**src/rtl/bus_share_arbiter_pkg.sv**
```systemverilog
// ---------------------------------------------------------------------------
// bus_share_arbiter_pkg
// Shared CPU package for the shared-bus arbiter.
// Contents:
//   NUM_REQ              number of requesters sharing the bus
//   ST_IDLE/GRANT/TURN   arbiter state encoding (2-bit, legacy-compatible)
//   rr_pick()            round-robin priority scan
// ---------------------------------------------------------------------------
package bus_share_arbiter_pkg;

    localparam int NUM_REQ = 4;

    localparam logic [1:0] ST_IDLE  = 2'd0;
    localparam logic [1:0] ST_GRANT = 2'd1;
    localparam logic [1:0] ST_TURN  = 2'd2;

    // Returns the first requester with its bit set, scanning upward from
    // ptr+1 and wrapping modulo NUM_REQ. The last owner is therefore the
    // lowest priority on the next arbitration. When req is all zero the
    // result is ptr, and the caller must not use it.
    function automatic logic [1:0] rr_pick(input logic [NUM_REQ-1:0] req,
                                           input logic [1:0]         ptr);
        logic [1:0] idx;
        logic [1:0] pick;
        logic       found;
        pick  = ptr;
        found = 1'b0;
        for (int k = 1; k <= NUM_REQ; k++) begin
            idx = 2'(int'(ptr) + k);
            if (!found && req[idx]) begin
                pick  = idx;
                found = 1'b1;
            end
        end
        return pick;
    endfunction

endpackage

```
**src/rtl/bus_share_arbiter_mux.sv**
```systemverilog
// ---------------------------------------------------------------------------
// quadrupleMux
// Existing 4:1 data-path multiplexer used by the shared bus.
// Ports:
//   selection            2-bit source select (0 -> input_a ... 3 -> input_d)
//   input_a..input_d     WIDTH-bit source data
//   output_y             WIDTH-bit selected data (combinational)
// ---------------------------------------------------------------------------
module quadrupleMux #(
    parameter int WIDTH = 32
) (
    input  logic [1:0]       selection,
    input  logic [WIDTH-1:0] input_a,
    input  logic [WIDTH-1:0] input_b,
    input  logic [WIDTH-1:0] input_c,
    input  logic [WIDTH-1:0] input_d,
    output logic [WIDTH-1:0] output_y
);

    // Pure combinational select; all four encodings are covered, so the
    // default is never reached and only guards against X on selection.
    always_comb begin
        output_y = input_a;
        case (selection)
            2'd0:    output_y = input_a;
            2'd1:    output_y = input_b;
            2'd2:    output_y = input_c;
            2'd3:    output_y = input_d;
            default: output_y = input_a;
        endcase
    end

endmodule

```
**src/rtl/bus_share_arbiter.sv**
```systemverilog
// ---------------------------------------------------------------------------
// bus_share_arbiter
// Round-robin arbiter sharing the CPU's 4-source bus. Ownership is held until
// the owner signals done, drops its request, or reaches TIMEOUT grant cycles.
// A single TURN cycle separates consecutive owners.
// Ports:
//   clock, reset          rising-edge clock, synchronous active-high reset
//   request[3:0]          per-requester bus request
//   done[3:0]             per-requester end of transfer (owner's bit only)
//   data_a..data_d        source data of requesters 0..3
//   grant[3:0]            registered one-hot grant, 0 when the bus is free
//   selection[1:0]        registered index of the current/last owner
//   bus_data              mux output selected by selection
//   bus_valid             high exactly while in GRANT
//   timeout_flag          one-cycle pulse when ownership is revoked by timeout
// ---------------------------------------------------------------------------
module bus_share_arbiter
    import bus_share_arbiter_pkg::*;
#(
    parameter int DATA_WIDTH = 32,
    parameter int TIMEOUT    = 15
) (
    input  logic                  clock,
    input  logic                  reset,
    input  logic [NUM_REQ-1:0]    request,
    input  logic [NUM_REQ-1:0]    done,
    input  logic [DATA_WIDTH-1:0] data_a,
    input  logic [DATA_WIDTH-1:0] data_b,
    input  logic [DATA_WIDTH-1:0] data_c,
    input  logic [DATA_WIDTH-1:0] data_d,
    output logic [NUM_REQ-1:0]    grant,
    output logic [1:0]            selection,
    output logic [DATA_WIDTH-1:0] bus_data,
    output logic                  bus_valid,
    output logic                  timeout_flag
);

    localparam logic [7:0] HOLD_LIMIT = 8'(TIMEOUT);

    logic [1:0] state;
    logic [1:0] pointer;
    logic [7:0] hold_count;

    logic [1:0] winner;
    logic       owner_done;
    logic       owner_dropped;
    logic       hold_expired;
    logic       release_bus;

    // Release decode for the current owner, which is always the registered
    // selection while in GRANT. Bits belonging to other requesters are never
    // looked at. The flag is raised only when the timeout alone ends the
    // ownership, so a done or dropped request on the same edge suppresses it.
    always_comb begin
        winner        = rr_pick(request, pointer);
        owner_done    = done[selection];
        owner_dropped = !request[selection];
        hold_expired  = (hold_count == HOLD_LIMIT);
        release_bus   = owner_done || owner_dropped || hold_expired;
    end

    // Arbiter FSM with pointer, hold counter and the registered outputs.
    // Reset wins over every state, so an owner interrupted mid-GRANT simply
    // loses the bus with no timeout pulse.
    always_ff @(posedge clock) begin
        if (reset) begin
            state        <= ST_IDLE;
            grant        <= '0;
            selection    <= 2'd0;
            pointer      <= 2'd3;
            hold_count   <= 8'd0;
            timeout_flag <= 1'b0;
        end else begin
            timeout_flag <= 1'b0;
            case (state)
                ST_IDLE: begin
                    if (request != '0) begin
                        state      <= ST_GRANT;
                        grant      <= NUM_REQ'(1) << winner;
                        selection  <= winner;
                        hold_count <= 8'd1;
                    end
                end
                ST_GRANT: begin
                    if (release_bus) begin
                        state        <= ST_TURN;
                        grant        <= '0;
                        pointer      <= selection;
                        timeout_flag <= hold_expired && !owner_done && !owner_dropped;
                    end else if (hold_count != 8'hFF) begin
                        hold_count <= hold_count + 8'd1;
                    end
                end
                ST_TURN: begin
                    state <= ST_IDLE;
                end
                default: begin
                    state <= ST_IDLE;
                    grant <= '0;
                end
            endcase
        end
    end

    assign bus_valid = (state == ST_GRANT);

    quadrupleMux #(
        .WIDTH(DATA_WIDTH)
    ) u_mux (
        .selection(selection),
        .input_a  (data_a),
        .input_b  (data_b),
        .input_c  (data_c),
        .input_d  (data_d),
        .output_y (bus_data)
    );

endmodule

```
**config.mk**
```make
export PLATFORM = sky130hd
export DESIGN_NAME = bus_share_arbiter
export DESIGN_NICKNAME = d
export VERILOG_FILES = /design/src/rtl/bus_share_arbiter_pkg.sv /design/src/rtl/bus_share_arbiter_mux.sv /design/src/rtl/bus_share_arbiter.sv
export SDC_FILE = /design/constraint.sdc
export NUM_CORES = 1
export LEC_CHECK = 0
export CAP_MARGIN = 5
export CORE_UTILIZATION = 30
export DETAILED_ROUTE_END_ITERATION = 8
export PLACE_DENSITY = 0.82
export SLEW_MARGIN = 20
export SYNTH_ARGS = -nofsm -noshare
export SYNTH_HDL_FRONTEND = slang
export SYNTH_SLANG_ARGS = --single-unit
```
**constraint.sdc**
```tcl
create_clock -name clock -period 2.1 [get_ports clock]
set_input_delay 0.21 -clock clock [delete_from_list [all_inputs] [get_ports clock]]
set_output_delay 0.21 -clock clock [all_outputs]
set_load 0.05 [all_outputs]
```
-- Yosys cells after proc, flatten, opt, wreduce, memory -nomap -nowiden
Cells that the tools add are included.
- flip-flop bits (word level): 19
- output and inout port bits: 40
- input bits: 138
- logic and storage cells: 83
- bitwise gates (word level): 3
- add/sub/neg operators: 5
- magnitude comparators: 5
- reduce and logical (&&, ||, !) cells: 22
- shift-type cells: 1
- equal/unequal tests: 11
- mux-type cells: 30
- operator list (kind ; count):
    32-bit case mux with 4 select lines ; 1
    8-bit 2-to-1 mux ; 3
    8-bit case mux with 2 select lines ; 1
    2-bit by 3-bit < comparator with 1-bit output, second input constant ; 5
    1-bit binary-select mux with 2-bit select ; 6
    2-bit 2-to-1 mux ; 6
    4-bit case mux with 3 select lines ; 1
    1-bit 2-to-1 mux ; 9
    8-bit by 1-bit adder with 8-bit output, second input constant ; 1
    8-bit by 4-bit == test with 1-bit output, second input constant ; 1
    4-bit 2-to-1 mux ; 2
    8-bit inequality test, second input constant ; 1
    2-bit == test, second input constant ; 3
    2-bit AND reduction ; 3
    1-bit logical AND ; 5
    1-bit zero test ; 5
    2-bit by 1-bit adder with 2-bit output, second input constant ; 2
    2-bit adder, second input constant ; 2
    2-bit by 1-bit == test with 1-bit output, second input constant ; 2
    2-bit zero test ; 2
    2-bit by 1-bit inequality test with 1-bit output, second input constant ; 2
    2-bit inequality test, second input constant ; 2
    2-bit case mux with 2 select lines ; 1
    4-bit AND reduction ; 1
    other kinds (7) ; 10

-- Depth between registers and ports, before layout
Gate-level depths: netlist (run 1).
- word-level depth: 16
- gate-level depth with buffers: 7
- depth with buffers taken out: 6

-- By module
A second synthesis (run 1) with hierarchy kept.
- cell total of the unflattened synthesis: 167
- area total of the unflattened synthesis: 1889.3 sq um
- modules (own cells, without submodules) (module ; cells an instance ; times used ; area each (sq um) ; seq. area each (sq um)):
    bus_share_arbiter ; 128 ; 1 ; 1074.8 ; 380.4
    quadrupleMux ; 39 ; 1 ; 814.5 ; 0.0

-- Worst setup path after synthesis (run 1)
OpenSTA, ideal clock, no wires.
- path type: register -> output
- start point: reg selection[0]
- end point: out bus_data[16]
- data arrival time: 2.026 ns
- slack: -0.136 ns
- buffers on the path: 2
- cell stages (with the launch flop): 4
- required time: 1.890 ns
- cell sequence: dfxtp_1 > buf_6 > clkbuf_1 > mux4_2
- cells in the longest elaborated chain, start to end: 2
- elaborated cells on any way between the ends: 5
- those cells by class: eq/ne: 3; mux: 1; reduce/logical: 1
- ends and longest elaborated chain (what ; RTL line ; RTL):
    from (decl) ; bus_share_arbiter.sv:32 ; output logic [1:0] selection,
    from (signal assigned) ; bus_share_arbiter.sv:80 ; selection <= winner;
    2-bit == test (tied with other cells) ; bus_share_arbiter_mux.sv:24 ; case (selection)
    32-bit case mux with 4 select lines (*) ; bus_share_arbiter_mux.sv:24 ;
    to (decl) ; bus_share_arbiter.sv:33 ; output logic [DATA_WIDTH-1:0] bus_data,
Mark *: on every way between the ends. The rest lies on a longest branch, timed or not.

-- Worst setup path in the final report (run 1)
- start point: in done[2]
- end point: reg hold_count[1]
- cells in the longest elaborated chain, start to end: 6
- ends and longest elaborated chain (what ; RTL line ; RTL):
    from (decl) ; bus_share_arbiter.sv:26 ; input logic [NUM_REQ-1:0] done,
    1-bit binary-select mux with 2-bit select ; bus_share_arbiter.sv:56 ; owner_done = done[selection];
    1-bit 2-to-1 mux (implied by the code) ; bus_share_arbiter.sv:56 ;
    1-bit logical OR (2 in a row) ; bus_share_arbiter.sv:59 ; release_bus = owner_done || owner_dropped || hold_expired;
    2-bit inequality test (no source line) ; - ;
    4-bit AND reduction (no source line) ; - ;
    to (signal assigned) ; bus_share_arbiter.sv:91 ; hold_count <= hold_count + 8'd1;
    to (decl) ; bus_share_arbiter.sv:42 ; logic [7:0] hold_count;
No other way between the ends. The select of a mux whose other input is x is not followed.
A chain may end at the register's enable or synchronous reset.

==> results of run 1 <==
## final timing paths
kind | from | to | slack, ns
setup / recovery | done[2] | hold_count[1] | 0.19
hold / removal | grant[3] | grant[3] | 0.46
hold reg to reg | grant[3] | grant[3] | 0.46
setup reg to reg | selection[0] | hold_count[1] | 0.31
## layout make-up
| cell class | instances | area (um^2) |
|---|---|---|
| Inverter | 10 | 37.5 |
| Multi-Input combinational cell | 125 | 1330 |
| Clock buffer | 3 | 41.3 |
| Clock inverter | 1 | 5.00 |
| Timing Repair Buffer | 191 | 1830 |
| Fill cell | 474 | 1930 |
| Tap cell | 72 | 90.1 |
| Sequential cell | 19 | 383 |
## cell families (layout without fill, tap and decap cells)
kind of cell / count (synthesis) / after routing / share of synthesized area
AND/OR/NAND/NOR: 55 / 55 / 0.167
multiplexers: 35 / 35 / 0.424
AO/OA/AOI/OAI: 34 / 34 / 0.140
buffers and inverters: 20 / 205 / 0.0501
flip-flops: 19 / 19 / 0.211
adder cells (fa/ha/maj): 1 / 1 / 0.00695
## Yosys cell counts, drive strengths merged
cell type,instances,area [um^2]
mux4,33,743
dfxtp,19,380
nor2,13,48.8
a21oi,10,50.1
inv,10,37.5
nand2,10,37.5
nand2b,7,43.8
nand3,7,35.0
buf,5,33.8
clkbuf,5,18.8
o21ai,5,36.3
nand4,4,25.0
a21o,3,22.5
nor3,3,15.0
a211oi,2,15.0
a22oi,2,15.0
a31o,2,17.5
a31oi,2,12.5
mux2i,2,20.0
nor4b,2,23.8
o31ai,2,15.0
or2b,2,16.3
or4,2,18.8
a221oi,1,8.76
a41o,1,10.0
and2,1,6.26
and3,1,6.26
ha,1,12.5
nor4,1,6.26
o211a,1,10.0
o21a,1,7.51
o221ai,1,26.3
o22ai,1,6.26
or2,1,6.26
or3,1,11.3
## per-stage QoR
step | worst slack, ns | utilization
finish | 0.190 | 0.658
CTS | 0.173 | 0.658
floorplan | 0.0943 | -
global placement | -0.0382 | 0.650
detailed placement | -0.0906 | 0.650
global route | 0.127 | 0.658
## per-layer routing
metal	share of wire	up-vias	GRT usage
met5	0	-	0
met4	0.037	0	0.0982
met3	0.080	23	0.0617
met2	0.53	94	0.449
met1	0.36	1049	0.269
li1	-	1032	-
## registers in the layout (all words and copies together), names as in the netlist
name and cells:
hold_count 8, grant 4, pointer 2, selection 2, state 2, timeout_flag 1
## where the power goes
part / switching (mW) / leakage, nW / internal, mW / total [mW]
clock: 0.121 / 0.0255 / 0.132 / 0.253
sequential: 0.0292 / 0.156 / 0.391 / 0.420
combinational: 0.936 / 1.23 / 0.760 / 1.70
## critical path, delay by kind of cell
family | cells | cell delay (ns)
simple gates | 3 | 0.81
buf+inv | 1 | 0.43
mux | 1 | 0.54
compound gates | 1 | 0.13
## layout by cell type (no fill, tap or decap), drive strengths merged, types with 2 or more instances in the layout
master,instances
nor3,3
clkbuf,3
nand3,7
nor2,13
o21ai,5
mux4,33
nand2b,7
or2b,2
a31o,2
clkdlybuf4s50,142
dfxtp,19
buf,49
a31oi,2
a211oi,2
a22oi,2
or4,2
a21o,3
o31ai,2
nand2,10
nand4,4
mux2i,2
nor4b,2
a21oi,10
inv,10
==> flow_summary.ini, run 1 <==
[synthesis]
syn_area_per_cell_um2 = 11.0
ys_ff_latch = 19
post_synth_inst_count = 164
yosys.cell_types.count = 43
synth.yosys.warnings = 0
postSynthNetCount = 303
synth_area_mm2 = 0.00180
seq_area_frac_synth = 0.211

[die]
die_h_um = 79.4
effective_utilization_at_floorplan = 0.319
fp.dieW_um = 79.4
coreArea_mm2 = 0.00564
row_count = 27
fp.dieArea_mm2 = 0.00631
io_pins = 178

[clock_network]
ctsResizeCount = 0
clock_latency_ns = 0.26
postCtsSetupBuffers = 0
tritoncts = yes
clock_tree.htree_level_count = 1
clk_pin_slew_ns = 0.07
tritoncts_num_sinks = 19
cts_buffer_depth = 2
hold_buffers = 0
cts-root-buf = sky130_fd_sc_hd__clkbuf_8
cts-buffers-inserted = 3

[timing]
worst_pin_slew_ns = 0.518
max-slew-margin-rel = 0.653
unrepaired_setup_endpoints_after_global_routing = no
finalSetupViolCount = 0
max_freq_ghz = 0.524
final_period_minus_worst_setup_slack_ns = 1.91
timing.final.crit_share = 0.909
maxSlewViolCount = 0
worst_hold_slack_ns = 0.459
setup-tns-final_ns = 0
timing_hold_violations_final = 0
skew_ns = 0.00127

[drt]
vias = 2198
routedWlPerCell_um = 19.2
totalWireLength_um = 8080
post-route-drc-count = 0
drt.antenna.violating_nets = 0
detail_route.first_pass.iterations = 4
drt_first_iter_violations = 113
avgViaCountPerCell = 5.22

[min_path]
holdCritPathClass = reg -> reg
hold_depth = 2

[place]
routabilityCongestion = 0.879
post_detailed_placement_half_perimeter_wirelength_um = 6980
port_buffers = 177
placed_area_mm2 = 0.00367
dp.cells = 417

[layout]
n_antenna_cell = 0
nNetsFinal = 489
layout-drive-gt1-share = 0.275
finalNonFillerCells = 421
layout.cell_area.non_filler_mm2 = 0.00371
area_delta_synth_final_pct = 106

[pwr]
p_per_area_mw_per_mm2 = 638
vdd.ir_drop.worst_mv = 0.444
leakagePower_nw = 1.42
power_mw = 2.37

[setup_path]
worst-endpoint-arrival_ns = 2.12
cp_slowest_cell = sky130_fd_sc_hd__mux4_2
crit_required_ns = 2.31
cp-start-kind = primary input
reg2reg_depth = 4
cp_slowest_stage_delay_ns = 0.54
critPathKind = in -> reg
critical_path.cell_chain = clkdlybuf4s50_1 -> nand2b_1 -> mux4_2 -> or3_4 -> nor4b_2 -> a31o_1
cp-end-kind = flop
critical_path.max_fanout = 4

[grt]
initial_antenna_violation_count = 0
grt_first_pass_wirelength_um = 11700
globalRoute.totalOverflow = 0
first_global_vias = 2217
track_usage = 0.246
grt_max_degree = 36

[flow_run]
drv_cap = 0

[outcome]
outcome = completed
Power figures use the tool's default switching activity.
==> inputs of run 2 (changes only) <==
--- a/config.mk
+++ b/config.mk
@@ -6,9 +6,10 @@
 export NUM_CORES = 1
 export LEC_CHECK = 0
 export CAP_MARGIN = 5
+export CORE_ASPECT_RATIO = 1.2
 export CORE_UTILIZATION = 30
 export DETAILED_ROUTE_END_ITERATION = 8
-export PLACE_DENSITY = 0.82
+export PLACE_DENSITY = 0.79
 export SLEW_MARGIN = 20
 export SYNTH_ARGS = -nofsm -noshare
 export SYNTH_HDL_FRONTEND = slang
==> run 2 against run 1 <==
Die area hardly changed. Clock power increased by 2%. Global-route usage rose by 0.28 points. Sequential power rose by 2%. Flip-flop and latch count unchanged. Worst hold slack barely moved. Design area grew 0.40%. Cell count increased by 1.7%.
==> flow_summary.ini, run 2 (synthesized netlist as in run 1, its figures left out) <==
[clock_network]
clk_pin_slew_ns = 0.08
cts-buffers-inserted = 3
postCtsSetupBuffers = 0
cts_buffer_depth = 2
clock_tree.htree_level_count = 1
tritoncts_num_sinks = 19
tritoncts = yes
hold_buffers = 0
ctsResizeCount = 0
cts-root-buf = sky130_fd_sc_hd__clkbuf_8
clock_latency_ns = 0.26

[place]
detailedPlace.worstSlack_ns = -0.118
port_buffers = 177
routabilityCongestion = 0.927
post_detailed_placement_half_perimeter_wirelength_um = 6960

[timing]
final_period_minus_worst_setup_slack_ns = 1.96
timing_hold_violations_final = 0
max-slew-margin-rel = 0.642
finalSetupViolCount = 0
maxSlewViolCount = 0
max_freq_ghz = 0.509
layout_setup_ws_ns = 0.136
timing.final.crit_share = 0.935
worst_pin_slew_ns = 0.534
skew_ns = 0.00620
setup-tns-final_ns = 0
unrepaired_setup_endpoints_after_global_routing = no

[setup_path]
cp-end-kind = flop
cp-start-kind = primary input
critPathKind = in -> reg
critical_path.cell_chain = clkdlybuf4s50_1 -> nand2b_1 -> mux4_2 -> o21ai_4 -> buf_4 -> nand3_1 -> a21oi_1
critical_path.max_fanout = 8
worst-endpoint-arrival_ns = 2.16
critPathTopFamily = buffers and inverters
rrSetupSlack_ns = 0.22
cp_slowest_stage_delay_ns = 0.57
crit_required_ns = 2.29
worstPathBufferInverterCount = 2
reg2reg_depth = 6
critical_path.reg2reg.startpoint = hold_count[4]
crit-reg2reg-capture = hold_count[6]
cp_slowest_cell = sky130_fd_sc_hd__clkdlybuf4s50_1

[layout]
largest_register_ffs = 8
n_antenna_cell = 0
layout.cells.most_common = sky130_fd_sc_hd__clkdlybuf4s50_1
layout-drive-gt1-share = 0.273
fillers = 474
post-route-util = 0.653
registers.top_by_ff_count = hold_count
reg.largest.list = hold_count (8), grant (4)
layout_common_cells = sky130_fd_sc_hd__clkdlybuf4s50_1, sky130_fd_sc_hd__buf_4, sky130_fd_sc_hd__mux4_2, sky130_fd_sc_hd__dfxtp_1, sky130_fd_sc_hd__nor2_1
nNetsFinal = 488
area_delta_synth_final_pct = 107

[die]
row_count = 30
coreArea_mm2 = 0.00571
fp.dieW_um = 72.7
effective_utilization_at_floorplan = 0.315
io_pins = 178
die_h_um = 86.8
fp.dieArea_mm2 = 0.00631

[grt]
first_global_vias = 2308
globalRoute.totalOverflow = 0
track_usage = 0.249
grt_first_pass_wirelength_um = 11700
grt_max_degree = 31
initial_antenna_violation_count = 2

[drt]
routedWlPerCell_um = 18.6
post-route-drc-count = 0
drt_first_iter_violations = 95
drt.antenna.violating_nets = 0
avgViaCountPerCell = 5.28
vias = 2261
totalWireLength_um = 7960
detail_route.first_pass.iterations = 4

[pwr]
p_per_area_mw_per_mm2 = 639
vdd.ir_drop.worst_mv = 0.334
power_mw = 2.38
leakagePower_nw = 1.41

[min_path]
whs_endpoint = grant[1]
hold_depth = 2
holdCritPathClass = reg -> reg
worstHoldStart = grant[1]

[flow_run]
drv_cap = 0

[outcome]
outcome = completed
-- run 2: changes by cell type in the layout (fill, tap and decap cells not counted) --
| cell | previous run | this run |
|---|---|---|
| sky130_fd_sc_hd__buf_12 | 3 | 4 |
| sky130_fd_sc_hd__buf_4 | 46 | 44 |
-- run 2: worst register-to-register path, delay by kind of cell, from the launching register on --
kind            cells  cell delay [ns]
buf+inv             1             0.19
simple gates        2             0.86
compound gates      3             0.42
flops               1             0.34
-- run 2: report_power, final --
| part | switching [mW] | internal (mW) | total (mW) |
|---|---|---|---|
| sequential | 0.0384 | 0.391 | 0.430 |
| clock | 0.126 | 0.132 | 0.258 |
| combinational | 0.925 | 0.770 | 1.70 |
-- run 2: final cells by class --
class / count / area (um^2) / share of cell area
inverter: 10 / 37.5 / 0.0101
timing repair buffer: 190 / 1830 / 0.491
multi-input combinational: 125 / 1330 / 0.356
sequential: 19 / 383 / 0.103
clock inverter: 1 / 5.00 / 0.00134
clock buffer: 3 / 41.3 / 0.0111
tap: 80 / 100 / 0.0269
-- run 2: worst max-delay path by stage --
stage	startpoint	depth (start not counted)	end
floorplan	selection[0]	6	hold_count[7]
global placement	request[1]	6	hold_count[1]
detailed placement	request[1]	7	hold_count[6]
CTS	request[1]	7	hold_count[6]
global route	request[1]	7	hold_count[6]
finish	request[1]	7	hold_count[6]
-- run 2: stage by stage --
| stage | hold WS (ns) | std cells | cell area, um^2 |
|---|---|---|---|
| final | 0.458 | 428 | 3730 |
| after detailed placement | 0.448 | 424 | 3680 |
| after global placement | 0.444 | 424 | 3680 |
| after CTS | 0.458 | 428 | 3730 |
| after floorplan | 0.351 | 164 | 1800 |
| after global routing | 0.494 | 428 | 3730 |
-- run 2: per-layer routing --
metal	vias up	track usage	share of wire
li1	1030	-	-
met1	1066	0.260	0.34
met2	131	0.487	0.54
met3	30	0.0547	0.089
met4	4	0.0713	0.032
met5	-	0	0.0034
==> inputs of run 3 (changes only) <==
--- a/config.mk
+++ b/config.mk
@@ -7,6 +7,7 @@
 export LEC_CHECK = 0
 export CAP_MARGIN = 5
 export CORE_ASPECT_RATIO = 1.2
+export CORE_MARGIN = 8
 export CORE_UTILIZATION = 30
 export DETAILED_ROUTE_END_ITERATION = 8
 export PLACE_DENSITY = 0.79
==> run 3 against run 2 <==
Die area is 38% higher. Critical path depth stayed put. Utilization is 2.1 points lower. Combinational power hardly changed. Worst hold slack worse by 0.0049 ns. Clock skew is 0.0034 ns lower. Maximum frequency is 1.7% higher. Cell count is 0.70% higher. Count of clock-buffer cells in the layout stayed put. Non-clock buffer count is 1 higher. Power is 0.58% higher.
==> flow_summary.ini, run 3 (synthesized netlist as in run 1, its figures left out) <==
[timing]
maxSlewViolCount = 0
worst_pin_slew_ns = 0.550
final_period_minus_worst_setup_slack_ns = 1.93
max-slew-margin-rel = 0.630
timing.final.crit_share = 0.919
unrepaired_setup_endpoints_after_global_routing = no
skew_ns = 0.00281
finalSetupViolCount = 0
timing_hold_violations_final = 0
max_freq_ghz = 0.518
worst_hold_slack_ns = 0.453

[drt]
vias = 2231
totalWireLength_um = 9400
avgViaCountPerCell = 5.18
detail_route.first_pass.iterations = 4
routedWlPerCell_um = 21.8
drt.antenna.violating_nets = 0
post-route-drc-count = 0
drt_first_iter_violations = 87

[layout]
fillers = 500
nNetsFinal = 489
reg.largest.list = hold_count (8), grant (4)
largest_register_ffs = 8
layout_common_cells = sky130_fd_sc_hd__clkdlybuf4s50_1, sky130_fd_sc_hd__buf_4, sky130_fd_sc_hd__mux4_2, sky130_fd_sc_hd__dfxtp_1, sky130_fd_sc_hd__nor2_1
layout-drive-gt1-share = 0.275
registers.top_by_ff_count = hold_count
n_antenna_cell = 0
layout.cells.most_common = sky130_fd_sc_hd__clkdlybuf4s50_1
area_delta_synth_final_pct = 108
layout.cell_area.non_filler_mm2 = 0.00375
post-route-util = 0.632

[grt]
met3_usage = 0.0522
first_global_vias = 2304
grt_util_met1 = 0.215
grt_max_degree = 36
globalRoute.totalOverflow = 0
gr_busiest_metal = met2
track_usage = 0.205
grt_first_pass_wirelength_um = 13500
initial_antenna_violation_count = 0
globalRouteMet2Util = 0.380

[setup_path]
rrSetupSlack_ns = 0.25
critPathKind = in -> reg
critical_path.cell_chain = clkdlybuf4s50_1 -> buf_4 -> or4_4 -> o221ai_4 -> nor2_1 -> a21o_1 -> a21oi_1
worst-endpoint-arrival_ns = 2.12
crit_required_ns = 2.29
cp_slowest_cell = sky130_fd_sc_hd__or4_4
cp-start-kind = primary input
critical_path.max_fanout = 6
cp_slowest_stage_delay_ns = 0.52
cp-end-kind = flop

[die]
effective_utilization_at_floorplan = 0.303
row_count = 31
die_h_um = 101
coreArea_mm2 = 0.00593
io_pins = 178
fp.dieW_um = 86.7
fp.dieArea_mm2 = 0.00874

[place]
port_buffers = 177
post_detailed_placement_half_perimeter_wirelength_um = 8260
placed_area_mm2 = 0.00370
routabilityCongestion = 0.915

[pwr]
leakagePower_nw = 1.43
p_per_area_mw_per_mm2 = 639
vdd.ir_drop.worst_mv = 0.515

[clock_network]
clock_latency_ns = 0.26
cts-buffers-inserted = 3
ctsResizeCount = 0
cts-root-buf = sky130_fd_sc_hd__clkbuf_8
clock_tree.htree_level_count = 1
clk_pin_slew_ns = 0.07
postCtsSetupBuffers = 0
hold_buffers = 0
cts_buffer_depth = 2
tritoncts = yes
tritoncts_num_sinks = 19

[outcome]
outcome = completed

[min_path]
holdCritPathClass = reg -> reg

[flow_run]
drv_cap = 0
[run 3: changes by cell type in the layout (fill, tap and decap cells not counted)]
cell,delta
sky130_fd_sc_hd__buf_12,+1
[run 3: path summary, 6_finish.rpt]
path	startpoint	end	depth (start not counted)
worst max-delay path	request[3]	hold_count[3]	7
worst min-delay path	grant[1]	grant[1]	2
worst max register to register	hold_count[7]	grant[0]	6
worst min register to register	grant[1]	grant[1]	2
[run 3: final cells by class]
cell class | instances | area [um^2] | share of cell area
Timing Repair Buffer | 191 | 1850 | 0.494
Multi-Input combinational cell | 125 | 1330 | 0.354
Sequential cell | 19 | 383 | 0.102
Tap cell | 82 | 103 | 0.0274
Clock buffer | 3 | 41.3 | 0.0110
Inverter | 10 | 37.5 | 0.0100
Clock inverter | 1 | 5.00 | 0.00133
[run 3: worst max-delay path: cells and delay by family]
family / cells / cell delay (ns)
simple gates: 2 / 0.66
buf+inv: 2 / 0.63
compound gates: 3 / 0.61
[run 3: power breakdown]
| group | switching (mW) | leakage, nW | internal [mW] |
|---|---|---|---|
| clock network | 0.121 | 0.0255 | 0.132 |
| registers | 0.0327 | 0.156 | 0.391 |
| logic | 0.950 | 1.24 | 0.770 |
[run 3: metrics by stage]
step	setup slack [ns]	std cells	TNS (ns)	total power [mW]
2_1_floorplan	0.0943	164	0	1.48
3_3_place_gp	-0.0369	427	-0.166	2.14
3_5_place_dp	-0.0990	427	-0.472	2.16
4_1_cts	0.166	431	0	2.42
5_1_grt	0.0781	431	0	2.50
6_report	0.170	431	0	2.40
[run 3: per-layer routing]
metal  up-vias  routed length (um)
met1      1051                3330
met4         0                 305
met2       126                4950
met5         -                   0
met3        22                 808
li1       1032                   -
